$ cat src/rtl/game_ctl.sv
// game_ctl: duck-hunt round controller (START -> GAME -> SCORE), difficulty ramp, lockout, optional best score
// Ports: clk, rst (sync, active-high); mouse_left raw button level; clicked_duck hit pulse;
//        end_of_time miss pulse; state_out START=00/GAME=10/SCORE=01; time_out seconds per duck;
//        score/misses for the current or last round; best_score built only when HIGH_SCORE_EN is defined.
module game_ctl #(
    parameter logic [7:0]  START_TIME     = 8'd5,
    parameter logic [7:0]  MIN_TIME       = 8'd1,
    parameter logic [7:0]  HITS_PER_LEVEL = 8'd5,
    parameter logic [3:0]  MAX_MISSES     = 4'd3,
    parameter logic [25:0] LOCKOUT_CYCLES = 26'd37_500_000
) (
    input  logic       clk,
    input  logic       rst,
    input  logic       mouse_left,
    input  logic       clicked_duck,
    input  logic       end_of_time,
    output logic [1:0] state_out,
    output logic [7:0] time_out,
    output logic [7:0] score,
    output logic [3:0] misses,
    output logic [7:0] best_score
);
    typedef enum logic [1:0] {START = 2'b00, GAME = 2'b10, SCORE = 2'b01} state_t;
    state_t      state;
    logic        mouse_left_q;
    logic [7:0]  level;
    logic [25:0] lock;
    logic        click;
    logic        round_end;
    assign click     = mouse_left & ~mouse_left_q;
    // a simultaneous hit cancels the miss, so a round can only end on a hit-free cycle
    assign round_end = (state == GAME) & ~clicked_duck & end_of_time & (misses + 4'd1 == MAX_MISSES);
    assign state_out = state;
    always_ff @(posedge clk) begin
        if (rst) begin
            state        <= START;
            time_out     <= START_TIME;
            score        <= 8'd0;
            misses       <= 4'd0;
            level        <= 8'd0;
            lock         <= 26'd0;
            mouse_left_q <= 1'b0;
        end else begin
            mouse_left_q <= mouse_left;
            case (state)
                START: if (click) begin
                    state    <= GAME;
                    score    <= 8'd0;
                    misses   <= 4'd0;
                    level    <= 8'd0;
                    time_out <= START_TIME;
                end
                GAME: begin
                    if (clicked_duck) begin
                        score <= (score == 8'hff) ? score : score + 8'd1;
                        if (level + 8'd1 == HITS_PER_LEVEL) begin
                            level    <= 8'd0;
                            time_out <= (time_out > MIN_TIME) ? time_out - 8'd1 : time_out;
                        end else begin
                            level <= level + 8'd1;
                        end
                    end else if (end_of_time) begin
                        misses <= misses + 4'd1;
                        if (round_end) begin
                            state <= SCORE;
                            lock  <= 26'd0;
                        end
                    end
                end
                SCORE: begin
                    if (lock < LOCKOUT_CYCLES - 26'd1) lock <= lock + 26'd1;
                    else if (click) state <= START;
                end
                default: state <= START;
            endcase
        end
    end
`ifdef HIGH_SCORE_EN
    always_ff @(posedge clk) begin
        if (rst) best_score <= 8'd0;
        else if (round_end && score > best_score) best_score <= score;
    end
`else
    assign best_score = 8'd0;
`endif
endmodule

$ cat config.mk
export PLATFORM = sky130hd
export DESIGN_NAME = game_ctl
export DESIGN_NICKNAME = d
export VERILOG_FILES = /design/src/rtl/game_ctl.sv
export SDC_FILE = /design/constraint.sdc
export NUM_CORES = 1
export LEC_CHECK = 0
export ABC_AREA = 1
export ABC_CLOCK_PERIOD_IN_PS = 5690
export CAP_MARGIN = 0
export CORE_MARGIN = 10
export CORE_UTILIZATION = 55
export CTS_CLUSTER_SIZE = 10
export DETAILED_ROUTE_END_ITERATION = 6
export PLACE_DENSITY = 0.77
export SETUP_SLACK_MARGIN = 0.02
export SYNTH_ARGS = -nofsm -noshare
export SYNTH_HDL_FRONTEND = slang
export SYNTH_SLANG_ARGS = --single-unit
$ cat constraint.sdc
create_clock -name clk -period 5.69 [get_ports clk]
set_clock_uncertainty 0.15 [all_clocks]
set_input_delay 0.569 -clock clk [delete_from_list [all_inputs] [get_ports clk]]
set_output_delay 0.569 -clock clk [all_outputs]
set_load 0.005 [all_outputs]
Word level (Yosys, flattened, before mapping)
Index checks and enable logic that the tools add are counted.
{"block": "word_totals", "elab_cells": 73, "regBits": 57, "out_inout_bits": 30, "input_bits": 5}
{"block": "classes", "n_lt_le_gt_ge": 2, "n_addsub": 5, "n_bitwise": 6, "n_eq_ne": 16, "mux": 28, "reduce_logical": 9}
{"operator": "$mux 26", "n": 4}
{"operator": "$mux 8", "n": 9}
{"operator": "$pmux 26 s2", "n": 1}
{"operator": "$pmux 8 s2", "n": 3}
{"operator": "$add 26x1->26 const B", "n": 1}
{"operator": "$lt 26x26->1 const B", "n": 1}
{"operator": "$ne 2x2->1 const B", "n": 9}
{"operator": "$add 8x1->8 const B", "n": 2}
{"operator": "$mux 2", "n": 6}
{"operator": "$mux 4", "n": 3}
{"operator": "$reduce_and 5->1", "n": 2}
{"operator": "$eq 8x3->1 const B", "n": 1}
{"operator": "$eq 8x8->1 const B", "n": 1}
{"operator": "$gt 8x1->1 const B", "n": 1}
{"operator": "$pmux 4 s2", "n": 1}
{"operator": "$reduce_and 4->1", "n": 2}
{"operator": "$sub 8x1->8 const B", "n": 1}
{"operator": "$pmux 2 s3", "n": 1}
{"operator": "$reduce_and 6->1", "n": 1}
{"operator": "$add 4x1->4 const B", "n": 1}
{"operator": "$and 1x1->1", "n": 4}
{"operator": "$eq 4x2->1 const B", "n": 1}
{"operator": "$ne 2x1->1 const B", "n": 2}
{"operator": "$reduce_bool 2->1", "n": 2}
{"operator": "5 further kinds", "n": 6}

Longest topological paths before layout
{"block": "depth", "word_depth": 8, "mapped_depth": 12, "ltp_nobuf": 12}

Least setup slack after synthesis
Ideal clock, no wire load.
{"block": "synth_timing", "kind": "register -> register", "from": "reg lock[0]", "to": "reg lock[0]", "n_path_buf": 1, "path_stages_with_launch": 13, "slack_ns": 3.894, "arrival_ns": 1.576, "path_cell_list": "dfxtp_1 -> ha_1 -> nand2_1 -> clkinv_1 -> nand2_1 -> o21ai_1 -> nand3_1 -> nand2_2 -> nand2_4 -> nand2_8 -> buf_6 -> nand2_1 -> a21oi_1"}
{"block": "synth_between", "elab_chain_cells": 3, "elab_cells_between_ends": 6}
{"element": "start: declaration", "line": "27", "source": "logic [25:0] lock;"}
{"element": "start signal: assignment", "line": "71", "source": "if (lock < LOCKOUT_CYCLES - 26'd1) lock <= lock + 26'd1;"}
{"element": "$add 26x1->26 or $lt 26x26->1 (tied branches)", "line": "71"}
{"element": "$mux 26 or $ne 2x2->1 (tied branches)"}
{"element": "$pmux 26 s2 or $reduce_and 5->1 (tied branches)"}
Several ways; a longest one is shown, not always the timed one. The select of a mux whose other input is x is not followed.
A chain may end at the register's enable or synchronous reset.

Worst setup path after layout
{"block": "layout_timing", "from": "reg lock[0]", "to": "reg lock[2]"}
Same word-level chain as after synthesis.

==> results.rst <==
.. list-table::
   :header-rows: 1

   * - Metric
     - Value
   * - Leakage power summed over all cells
     - 0.00146 uW
   * - CTS tree
     - built
   * - Horizontal extent of the die
     - 101 um
   * - Category of cells accounting for the largest share of critical-path delay
     - simple AND/OR/NAND/NOR gates
   * - Initial drt markers
     - 266
   * - Number of buffers between clock root and the deepest sink
     - 2
   * - CP max FO
     - 27
   * - Most instantiated flip-flop cell in the synthesis netlist
     - sky130_fd_sc_hd__dfxtp_1
   * - Cell types with the largest area share after synthesis
     - sky130_fd_sc_hd__dfxtp_1, sky130_fd_sc_hd__nand2_1, sky130_fd_sc_hd__nor2_1
   * - Placed cell count
     - 671
   * - Number of stages on the worst hold path
     - 2
   * - Actual slew at the worst max-slew pin
     - 715 ps
   * - Post-Route Setup TNS
     - 0 ps
   * - Layout Cells excl Fill
     - 687
   * - Final worst path period need
     - 2340 ps
   * - Number of placement rows
     - 29
   * - Total number of vias
     - 3709
   * - Routed length on met2
     - 4.02 mm
   * - Post-synthesis cell type count
     - 33
   * - Cell breakdown of the critical path
     - ha_1 > nand2_1 > clkinv_1 > nand2_1 > o21ai_1 > nand3_1 > nand2_2 > nand2_4 > nand2_8 > nand2_1 > a21oi_1
   * - Number of flip-flops and latches in the synthesized netlist
     - 57
   * - Antenna-violating nets left
     - 0
   * - Post-detailed-route wirelength per cell
     - 13.1 um
   * - Rel. slew slack
     - 52.0%
   * - Clk slew on worst S/H paths
     - 70 ps
   * - Top-level I/O count
     - 35
   * - Post-CTS Repair Setup Buffers
     - 0
   * - Total standard cell area after synthesis
     - 3630 um^2
   * - Post-detailed-route via-to-cell ratio
     - 5.40
   * - Die area
     - 10200 um^2
   * - Number of H-tree levels
     - 3
   * - Outcome
     - finished, final reports clean
   * - TritonCTS Buffers
     - 9
   * - Count of mapped cells out of synthesis
     - 581
   * - Clock latency reported for the late side of the worst-skew pair
     - 350 ps
   * - Die H
     - 101 um
   * - Post-detail-place hpwl
     - 6.37 mm
   * - Fraction of final layout cells sized beyond drive strength 1
     - 6.39%
   * - Fraction of registers with async set/reset
     - 0%
   * - Number of max-slew violations in the final report
     - 0
   * - Slowest-stage cell, CP
     - sky130_fd_sc_hd__dfxtp_1
   * - Global router's overall resource usage
     - 17.7%
   * - Average cell area after synthesis
     - 6.24 um^2
   * - Growth of design area from synthesis to finish
     - 12.8%
   * - Total Wirelength
     - 8.99 mm
   * - Fmax
     - 427 MHz
   * - Data required time at the worst endpoint
     - 5820 ps
   * - Global-route wire length before repair
     - 15.1 mm
   * - Number of hold violations in the final report
     - 0
   * - Cts-stage hold buffer count
     - 0
   * - Biggest cell delay along the critical path
     - 420 ps
   * - Via count of the first global-routing pass
     - 3330
   * - Post-route clock period utilization
     - 41.2%
   * - Share of the synthesized area in the top cell type
     - 31.5%
   * - # Max-Cap Violations
     - 0
   * - Most numerous cell on the critical path
     - sky130_fd_sc_hd__nand2_1
   * - Remaining global-route overflow
     - 0
   * - Resize count post-CTS
     - 0
   * - Power consumption
     - 1150 uW
   * - Worst Reg2Reg Path Length in Cells
     - 11
   * - Number of nets in the layout
     - 618
   * - Area of the core
     - 6390 um^2
   * - Length of routed wiring on met1
     - 4.11 mm
   * - Top layer reached by signal wires
     - met4
   * - Category of the critical setup timing path
     - reg -> reg
   * - Worst endpoint data arrival time
     - 2470 ps
   * - Critical Path End Type
     - flip-flop
   * - Drt drc
     - 0
   * - Top-count cell post-synth
     - sky130_fd_sc_hd__nand2_1
   * - Total met3 wirelength after detailed routing
     - 724 um
   * - CP startpoint kind
     - flip-flop
   * - DR pass1 iterations
     - 5
   * - Total of endpoints with negative setup slack in the final report
     - 0
   * - Ant. Diodes
     - 0
   * - Initial antenna violation count
     - 0
   * - Unrepaired setup endpoints after global routing
     - no
   * - Count of cell instances traversed by the critical path
     - 11
   * - Initial cell density of the core
     - 56.8%
   * - Worst min path class
     - reg -> reg
   * - Portion of the post-synthesis area used by sequential elements
     - 31.5%
   * - CP Buf/Inv Count
     - 1
   * - Clock Root Buffer
     - sky130_fd_sc_hd__clkbuf_8
   * - Power Density
     - 280 nW/um^2
   * - Number of warnings printed during yosys synthesis
     - 0
   * - Largest net degree at the start of global routing
     - 49
   * - Number of buffers added on ports
     - 26
   * - Number of sinks on the clock net
     - 57
   * - Post-synth EDFFs
     - 0
   * - Routability congestion estimate from global placement
     - 0.925
   * - Hold_ws
     - 342 ps
   * - Worst IR Drop VDD
     - 0.219 mV
   * - Most common library cells after synthesis
     - sky130_fd_sc_hd__nand2_1, sky130_fd_sc_hd__nor2_1, sky130_fd_sc_hd__nand3_1
   * - Cell type with the highest aggregate area in the netlist
     - sky130_fd_sc_hd__dfxtp_1
[final cells by class]
| type | instances | area [um^2] |
|---|---|---|
| tap | 77 | 96.3 |
| clock inverter | 6 | 66.3 |
| clock buffer | 10 | 138 |
| timing repair buffer | 27 | 268 |
| inverter | 59 | 224 |
| fill | 590 | 2290 |
| sequential | 57 | 1140 |
| multi-input combinational | 451 | 2160 |
[registers in the layout (all words and copies together) (netlist names)]
| name | cells |
|---|---|
| level | 8 |
| mouse_left_q | 1 |
| score | 8 |
| misses | 4 |
| time_out | 8 |
| state_out | 2 |
| lock | 26 |
[logic make-up after synthesis]
logic type	share of synthesized area, %
buf+inv	9.73
fa+ha+maj	2.76
other cells	0.103
simple gates	41.7
compound gates	9.62
xor+xnor	4.59
flops	31.5
[layer usage]
| metal | vias up | global-route usage [%] |
|---|---|---|
| met5 | - | 0 |
| met4 | 0 | 5.36 |
| met3 | 14 | 6.94 |
| met2 | 124 | 27.7 |
| met1 | 1672 | 22.0 |
| li1 | 1899 | - |
[power by group]
part	internal, uW	leakage (uW)	switching [uW]	total [uW]
Clock	215	0.000107	177	392
Combinational	91.1	0.000894	218	309
Sequential	418	0.000461	25.7	444
Total	725	0.00146	421	1150
[layout by cell type, fill, tap and decap left out, types with 8 or more instances in the layout]
cell and instances:
sky130_fd_sc_hd__nand2_1 161, sky130_fd_sc_hd__nor2_1 85, sky130_fd_sc_hd__nand3_1 58, sky130_fd_sc_hd__dfxtp_1 57
sky130_fd_sc_hd__inv_1 52, sky130_fd_sc_hd__a21oi_1 50, sky130_fd_sc_hd__clkdlybuf4s50_1 26, sky130_fd_sc_hd__nand4_1 14
sky130_fd_sc_hd__xor2_1 14, sky130_fd_sc_hd__nor3_1 13, sky130_fd_sc_hd__o21ai_0 10, sky130_fd_sc_hd__clkbuf_8 10
sky130_fd_sc_hd__ha_1 8, sky130_fd_sc_hd__conb_1 8
[per-stage QoR]
stage / utilization (%) / worst slack, ps / area, um^2
final: 64.1 / 3350 / 4090
after global routing: 64.1 / 3180 / 4090
after CTS: 64.1 / 3410 / 4090
after detailed placement: 60.9 / 3140 / 3890
after global placement: 60.9 / 3210 / 3890
after floorplan: - / 3890 / 3650
[path summary, 6_finish.rpt]
path / startpoint / endpoint / slack [ps]
worst max-delay path: lock[0] / lock[2] / 3350
worst min-delay path: level[7] / level[7] / 340
worst max register to register: lock[0] / lock[2] / 3350
worst min register to register: level[7] / level[7] / 340
[worst reg2reg max path, cell delays in order (launching register included)]
cell and delay, ps:
sky130_fd_sc_hd__dfxtp_1 420, sky130_fd_sc_hd__ha_1 320, sky130_fd_sc_hd__nand2_1 90, sky130_fd_sc_hd__clkinv_1 60, sky130_fd_sc_hd__nand2_1 100, sky130_fd_sc_hd__o21ai_1 230, sky130_fd_sc_hd__nand3_1 120, sky130_fd_sc_hd__nand2_2 130
sky130_fd_sc_hd__nand2_4 170, sky130_fd_sc_hd__nand2_8 220, sky130_fd_sc_hd__nand2_1 110, sky130_fd_sc_hd__a21oi_1 140
Power figures use the tool's default switching activity.
